$ cat src/rtl/motor_drive_ctrl.sv
// H-bridge drive for two DC wheel motors: steering command to direction pins + PWM enables,
// with coast dead-time on wheel reversal. Define DRIVE_RAMP_EN to soft-ramp duty increases.
module motor_drive_ctrl #(
    parameter int unsigned PWM_BITS    = 10,
    parameter int unsigned CRUISE_DUTY = 700,
    parameter int unsigned TURN_DUTY   = 450,
    parameter int unsigned DEADTIME    = 64,
    parameter int unsigned RAMP_STEP   = 16
) (
    input  logic       clk,
    input  logic       reset,
    input  logic [1:0] state,
    output logic [1:0] left_in,
    output logic [1:0] right_in,
    output logic       left_pwm,
    output logic       right_pwm,
    output logic [1:0] cur_cmd
);

    localparam logic [1:0] CmdLeft     = 2'b00;
    localparam logic [1:0] CmdRight    = 2'b01;
    localparam logic [1:0] CmdStraight = 2'b10;
    localparam logic [1:0] CmdStop     = 2'b11;

    localparam int unsigned DutyMax = (1 << PWM_BITS) - 1;
    localparam logic [PWM_BITS-1:0] CruiseSat =
        PWM_BITS'((CRUISE_DUTY > DutyMax) ? DutyMax : CRUISE_DUTY);
    localparam logic [PWM_BITS-1:0] TurnSat =
        PWM_BITS'((TURN_DUTY > DutyMax) ? DutyMax : TURN_DUTY);

    localparam int unsigned DtW = (DEADTIME > 1) ? $clog2(DEADTIME) : 1;
    localparam logic [DtW-1:0] DtLoad = DtW'(DEADTIME - 1);

    typedef enum logic [1:0] {StIdle, StRun, StDead} st_e;

    st_e                 st_q, st_d;
    logic [1:0]          cmd_q, cmd_d;
    logic [1:0]          cur_q, cur_d;
    logic [DtW-1:0]      dt_q, dt_d;
    logic [PWM_BITS-1:0] cnt_q, cnt_d;
    logic [PWM_BITS-1:0] duty_q, duty_d;
    logic [PWM_BITS-1:0] duty_tgt;
    logic                zero_duty;
    logic                pwm_on;

    function automatic logic [1:0] left_pins(input logic [1:0] cmd);
        unique case (cmd)
            CmdLeft:     left_pins = 2'b01;
            CmdRight:    left_pins = 2'b10;
            CmdStraight: left_pins = 2'b10;
            default:     left_pins = 2'b11;
        endcase
    endfunction

    function automatic logic [1:0] right_pins(input logic [1:0] cmd);
        unique case (cmd)
            CmdLeft:     right_pins = 2'b10;
            CmdRight:    right_pins = 2'b01;
            CmdStraight: right_pins = 2'b10;
            default:     right_pins = 2'b11;
        endcase
    endfunction

    function automatic logic is_rev(input logic [1:0] a, input logic [1:0] b);
        is_rev = ((a == 2'b10) && (b == 2'b01)) || ((a == 2'b01) && (b == 2'b10));
    endfunction

    function automatic logic [PWM_BITS-1:0] cmd_duty(input logic [1:0] cmd);
        unique case (cmd)
            CmdLeft, CmdRight: cmd_duty = TurnSat;
            CmdStraight:       cmd_duty = CruiseSat;
            default:           cmd_duty = '0;
        endcase
    endfunction

    always_ff @(posedge clk) begin
        if (reset) begin
            st_q   <= StIdle;
            cmd_q  <= CmdStop;
            cur_q  <= CmdStop;
            dt_q   <= '0;
            cnt_q  <= '0;
            duty_q <= '0;
        end else begin
            st_q   <= st_d;
            cmd_q  <= cmd_d;
            cur_q  <= cur_d;
            dt_q   <= dt_d;
            cnt_q  <= cnt_d;
            duty_q <= duty_d;
        end
    end

    // cmd_q always holds the newest command, so it doubles as the latched DEAD target.
    always_comb begin
        st_d      = st_q;
        cmd_d     = state;
        cur_d     = cur_q;
        dt_d      = dt_q;
        zero_duty = 1'b0;
        unique case (st_q)
            StIdle: begin
                st_d  = StRun;
                cur_d = state;
            end
            StRun: begin
                if (cmd_q != cur_q) begin
                    if (is_rev(left_pins(cur_q), left_pins(cmd_q)) ||
                        is_rev(right_pins(cur_q), right_pins(cmd_q))) begin
                        st_d      = StDead;
                        dt_d      = DtLoad;
                        zero_duty = 1'b1;
                    end else begin
                        cur_d     = cmd_q;
                        zero_duty = (cmd_q == CmdStop);
                    end
                end
            end
            StDead: begin
                zero_duty = 1'b1;
                if (cmd_q == CmdStop) begin
                    st_d  = StRun;
                    cur_d = CmdStop;
                end else if (dt_q == '0) begin
                    st_d  = StRun;
                    cur_d = cmd_q;
                end else begin
                    dt_d = dt_q - 1'b1;
                end
            end
            default: st_d = StIdle;
        endcase
    end

    assign duty_tgt = (st_q == StRun) ? cmd_duty(cur_q) : '0;

`ifdef DRIVE_RAMP_EN
    logic [PWM_BITS:0] ramp_sum;
    assign ramp_sum = {1'b0, duty_q} + (PWM_BITS + 1)'(RAMP_STEP);
`endif

    // Duty only changes at wrap so a period is never cut short, except forced-zero events.
    always_comb begin
        cnt_d  = cnt_q + 1'b1;
        duty_d = duty_q;
        if (cnt_q == '1) begin
`ifdef DRIVE_RAMP_EN
            if ((duty_tgt <= duty_q) || (ramp_sum >= {1'b0, duty_tgt})) begin
                duty_d = duty_tgt;
            end else begin
                duty_d = ramp_sum[PWM_BITS-1:0];
            end
`else
            duty_d = duty_tgt;
`endif
        end
        if (zero_duty) begin
            duty_d = '0;
        end
    end

    assign pwm_on = (st_q == StRun) && (cnt_q < duty_q);

    always_comb begin
        left_in  = 2'b00;
        right_in = 2'b00;
        if (st_q == StRun) begin
            left_in  = left_pins(cur_q);
            right_in = right_pins(cur_q);
        end
    end

    assign left_pwm  = pwm_on;
    assign right_pwm = pwm_on;
    assign cur_cmd   = cur_q;

endmodule

$ cat config.mk
export PLATFORM = sky130hd
export DESIGN_NAME = motor_drive_ctrl
export DESIGN_NICKNAME = d
export VERILOG_FILES = /design/src/rtl/motor_drive_ctrl.sv
export SDC_FILE = /design/constraint.sdc
export NUM_CORES = 1
export LEC_CHECK = 0
export ABC_AREA = 1
export BUFFER_PORTS_ARGS = -buffer_cell sky130_fd_sc_hd__buf_2
export CAP_MARGIN = 20
export CORE_MARGIN = 1.5
export CORE_UTILIZATION = 45
export CTS_CLUSTER_DIAMETER = 200
export CTS_CLUSTER_SIZE = 12
export DETAILED_ROUTE_END_ITERATION = 8
export PLACE_DENSITY = 0.69
export SLEW_MARGIN = 0
export SYNTH_ARGS = -nofsm -noshare
export SYNTH_HDL_FRONTEND = slang
export SYNTH_SLANG_ARGS = --single-unit
$ cat constraint.sdc
create_clock -name clk -period 3.3 [get_ports clk]
set_input_delay 0.165 -clock clk [delete_from_list [all_inputs] [get_ports clk]]
set_output_delay 0.165 -clock clk [all_outputs]
set_load 0.01 [all_outputs]
==> impl_metrics.csv <==
group,metric,value,unit
grt,grt_pass1_vias,1413,
critical_path,slowest_delay,0.34,ns
run_status,status,"complete, no violations",
place,gp_congestion,0.820,
sta,period_minus_slack,1.86,ns
drt,ant_nets,0,
critical_path,rr_worst_depth,10,
finish,fillCellCount,395,
die,pin_count,12,
sta,finalSetupTns,0,ns
yosys,synth.most_common_cell,"nand2_1",
sta,maxSlewHeadroom,68.4,%
yosys,synth.cell_area,0.00184,mm^2
place,dp.final_hpwl,2.64,mm
critical_path,crit_family,"flip-flops",
die,core_area,0.00397,mm^2
grt,grt_use_total,16.7,%
drt,via_per_inst,4.82,
clocking,cts_hold_buf,0,
yosys,yosysWarnings,0,
finish,instances_no_fill,318,
yosys,synth_seq_cells,25,
finish,multi_input_area,0.00118,mm^2
yosys,syn_avg_cell_area,7.15,um^2
yosys,synth_cell_types,32,
drt,drcViolationCount,0,
yosys,netlist.area_leader.share,27.1,%
critical_path,reg2reg_to,"st_q[0]",
drt,drt-pass1-iter-count,4,
die,design.die.area,0.00449,mm^2
grt,grt_start_max_net_pins,16,
critical_path,endpoint,"left_pwm",
yosys,synth_cells,258,
sta,finalCritPeriodShare,56.4,%
clocking,clock-sinks,25,
critical_path,end_kind,"output pin",
sta,finalSetupViolCount,0,
clocking,cts_made_buffers,3,
critical_path,required,3.13,ns
drt,vias,1532,
die,die_w,67.0,um
critical_path,r2r_setup_slack,1.63,ns
place,placedCellCount,314,
drt,wl_per_cell,10.2,um
grt,antenna_found_initial,0,
finish,fin_area,0.00197,mm^2
clocking,htree_levels,1,
yosys,synth_edf_count,0,
clocking,path_clk_slew,0.08,ns
sta,grt_setup_unrepaired,"false",
sta,fmax,537,MHz
critical_path,worstSetupStartpoint,"duty_q[5]",
die,rows,23,
die,start_util,46.4,%
clocking,cts_root_buf,"clkbuf_8",
critical_path,path_cells,"inv_1 > ha_1 > a21oi_1 > o21ai_0 > nand2_1 > o2111ai_1 > nor2_1 > buf_2",
yosys,synthTopCellsByArea,"dfxtp_1, ha_1, nand2_1",
clocking,clkLatencyLatePin,0.27,ns
drt,drt_iter0_markers,46,
clocking,post_cts_buffers,0,
power,power,0.00123,W
power,vdd_drop_max,218,uV
finish,final_nets,298,
finish,seq_area,500,um^2
yosys,ys_seq_area_share,27.1,%
yosys,ys.flop_type,"dfxtp_1",
power,power.leakage,0.976,nW
finish,area_growth,6.72,%
sta,hold_viol_final,0,
critical_path,cp.depth,8,
drt,wirelength,3.24,mm
yosys,synth_common_cells,"nand2_1, nor2_1, inv_1, dfxtp_1, ha_1",
sta,slew_viol_final,0,
clocking,cts_tree,"yes",
sta,clock_skew,0.00856,ns
clocking,max-clock-path-buffers,2,
critical_path,worstSetupStartpointType,"flip-flop",
critical_path,critPathKind,"flip-flop to output pin",
finish,diodes,0,
yosys,synth_area_leader_cell,"dfxtp_1",
yosys,syn_nets,287,
die,fp.dieH,67.0,um
place,postPlaceCellArea,0.00192,mm^2
sta,fin_ws,1.44,ns
finish,drive_gt1_share,14.2,%
yosys,async_reset_ff_share,0,%
place,io_buffers,11,
min_path,hold_path.class,"input pin to flip-flop",
critical_path,worst_path_max_delay_cell,"dfxtp_1",
critical_path,r2r_start,"cur_cmd[0]",
flow_run,cap_violations,0,
critical_path,cp_max_fo,5,
grt,grt_pass1_wl,5.80,mm
place,post-place-ws,1.62,ns
clocking,cts_resized,0,
grt,overflow,0,
critical_path,critPathArrivalTime,1.70,ns
power,powerDensity,624,mW/mm^2
critical_path,crit_buf_inv,2,
sta,worst_slew_pin_slew,0.474,ns
per-layer routing:
metal / track usage, % / vias to the layer above / routed length, um
met2: 30.6 / 16 / 1520
met5: 0 / - / 0
li1: - / 840 / -
met1: 19.3 / 671 / 1580
met4: 6.12 / 0 / 53
met3: 2.53 / 5 / 84
layout by cell type (no fill, tap or decap), types with 2 or more instances in the layout:
cell type	synthesis	final
nand2_1	58	58
nor2_1	46	46
inv_1	29	29
ha_1	25	25
dfxtp_1	25	25
a21oi_1	14	14
nand3_1	13	13
buf_2	1	11
o21ai_0	8	8
nor2_4	4	4
inv_2	3	3
nand3_2	3	3
nor2_2	3	3
nand2_2	3	3
clkbuf_8	0	3
o211ai_1	2	2
nand2_4	2	2
nor3_1	2	2
power by group:
part	leakage [nW]	switching, W	internal [W]
combinational	0.748	0.000391	0.000237
clock	0.0228	0.0000949	0.0000863
sequential	0.205	0.0000611	0.000358
worst min-delay path by stage:
stage	depth (start not counted)	end	slack, ns	start
final	3	cmd_q[1]	0.09	state[1]
after floorplan	2	cmd_q[0]	0.26	state[0]
after detailed placement	3	cmd_q[1]	0.37	state[1]
after global placement	3	cmd_q[1]	0.36	state[1]
after global routing	3	cmd_q[1]	0.1	state[1]
after CTS	3	cmd_q[1]	0.08	state[1]
tightest hold or removal path, delay by kind of cell:
kind | cells | cell delay (ns)
buffers and inverters | 2 | 0.11
AND/OR/NAND/NOR | 1 | 0.04
area by class of cell:
class,instances,area share [%]
flip-flops and latches,25,25.4
multi-input cells,196,60.2
inverters,32,6.10
clock buffers,4,2.29
repair buffers,11,2.80
well taps,50,3.18
sequential cells by signal, indices dropped and copies added (netlist names):
| name | count |
|---|---|
| cnt_q | 10 |
| dt_q | 6 |
| duty_q | 3 |
| cmd_q | 2 |
| cur_cmd | 2 |
| st_q | 2 |
per-stage QoR:
step                hold WS, ns  utilization [%]
finish                   0.0877             49.6
global route             0.0951             49.6
CTS                      0.0833             49.6
detailed placement        0.366             48.4
global placement          0.363             48.4
floorplan                 0.258                -
logic make-up (layout without fill, tap and decap cells):
kind of cell | after synthesis | in the layout | share of synthesized area (%)
xor+xnor | 2 | 2 | 0.950
compound gates | 29 | 29 | 8.82
simple gates | 140 | 140 | 37.5
buf+inv | 37 | 47 | 8.62
flops | 25 | 25 | 27.1
fa+ha+maj | 25 | 25 | 17.0
Power figures use the tool's default switching activity.
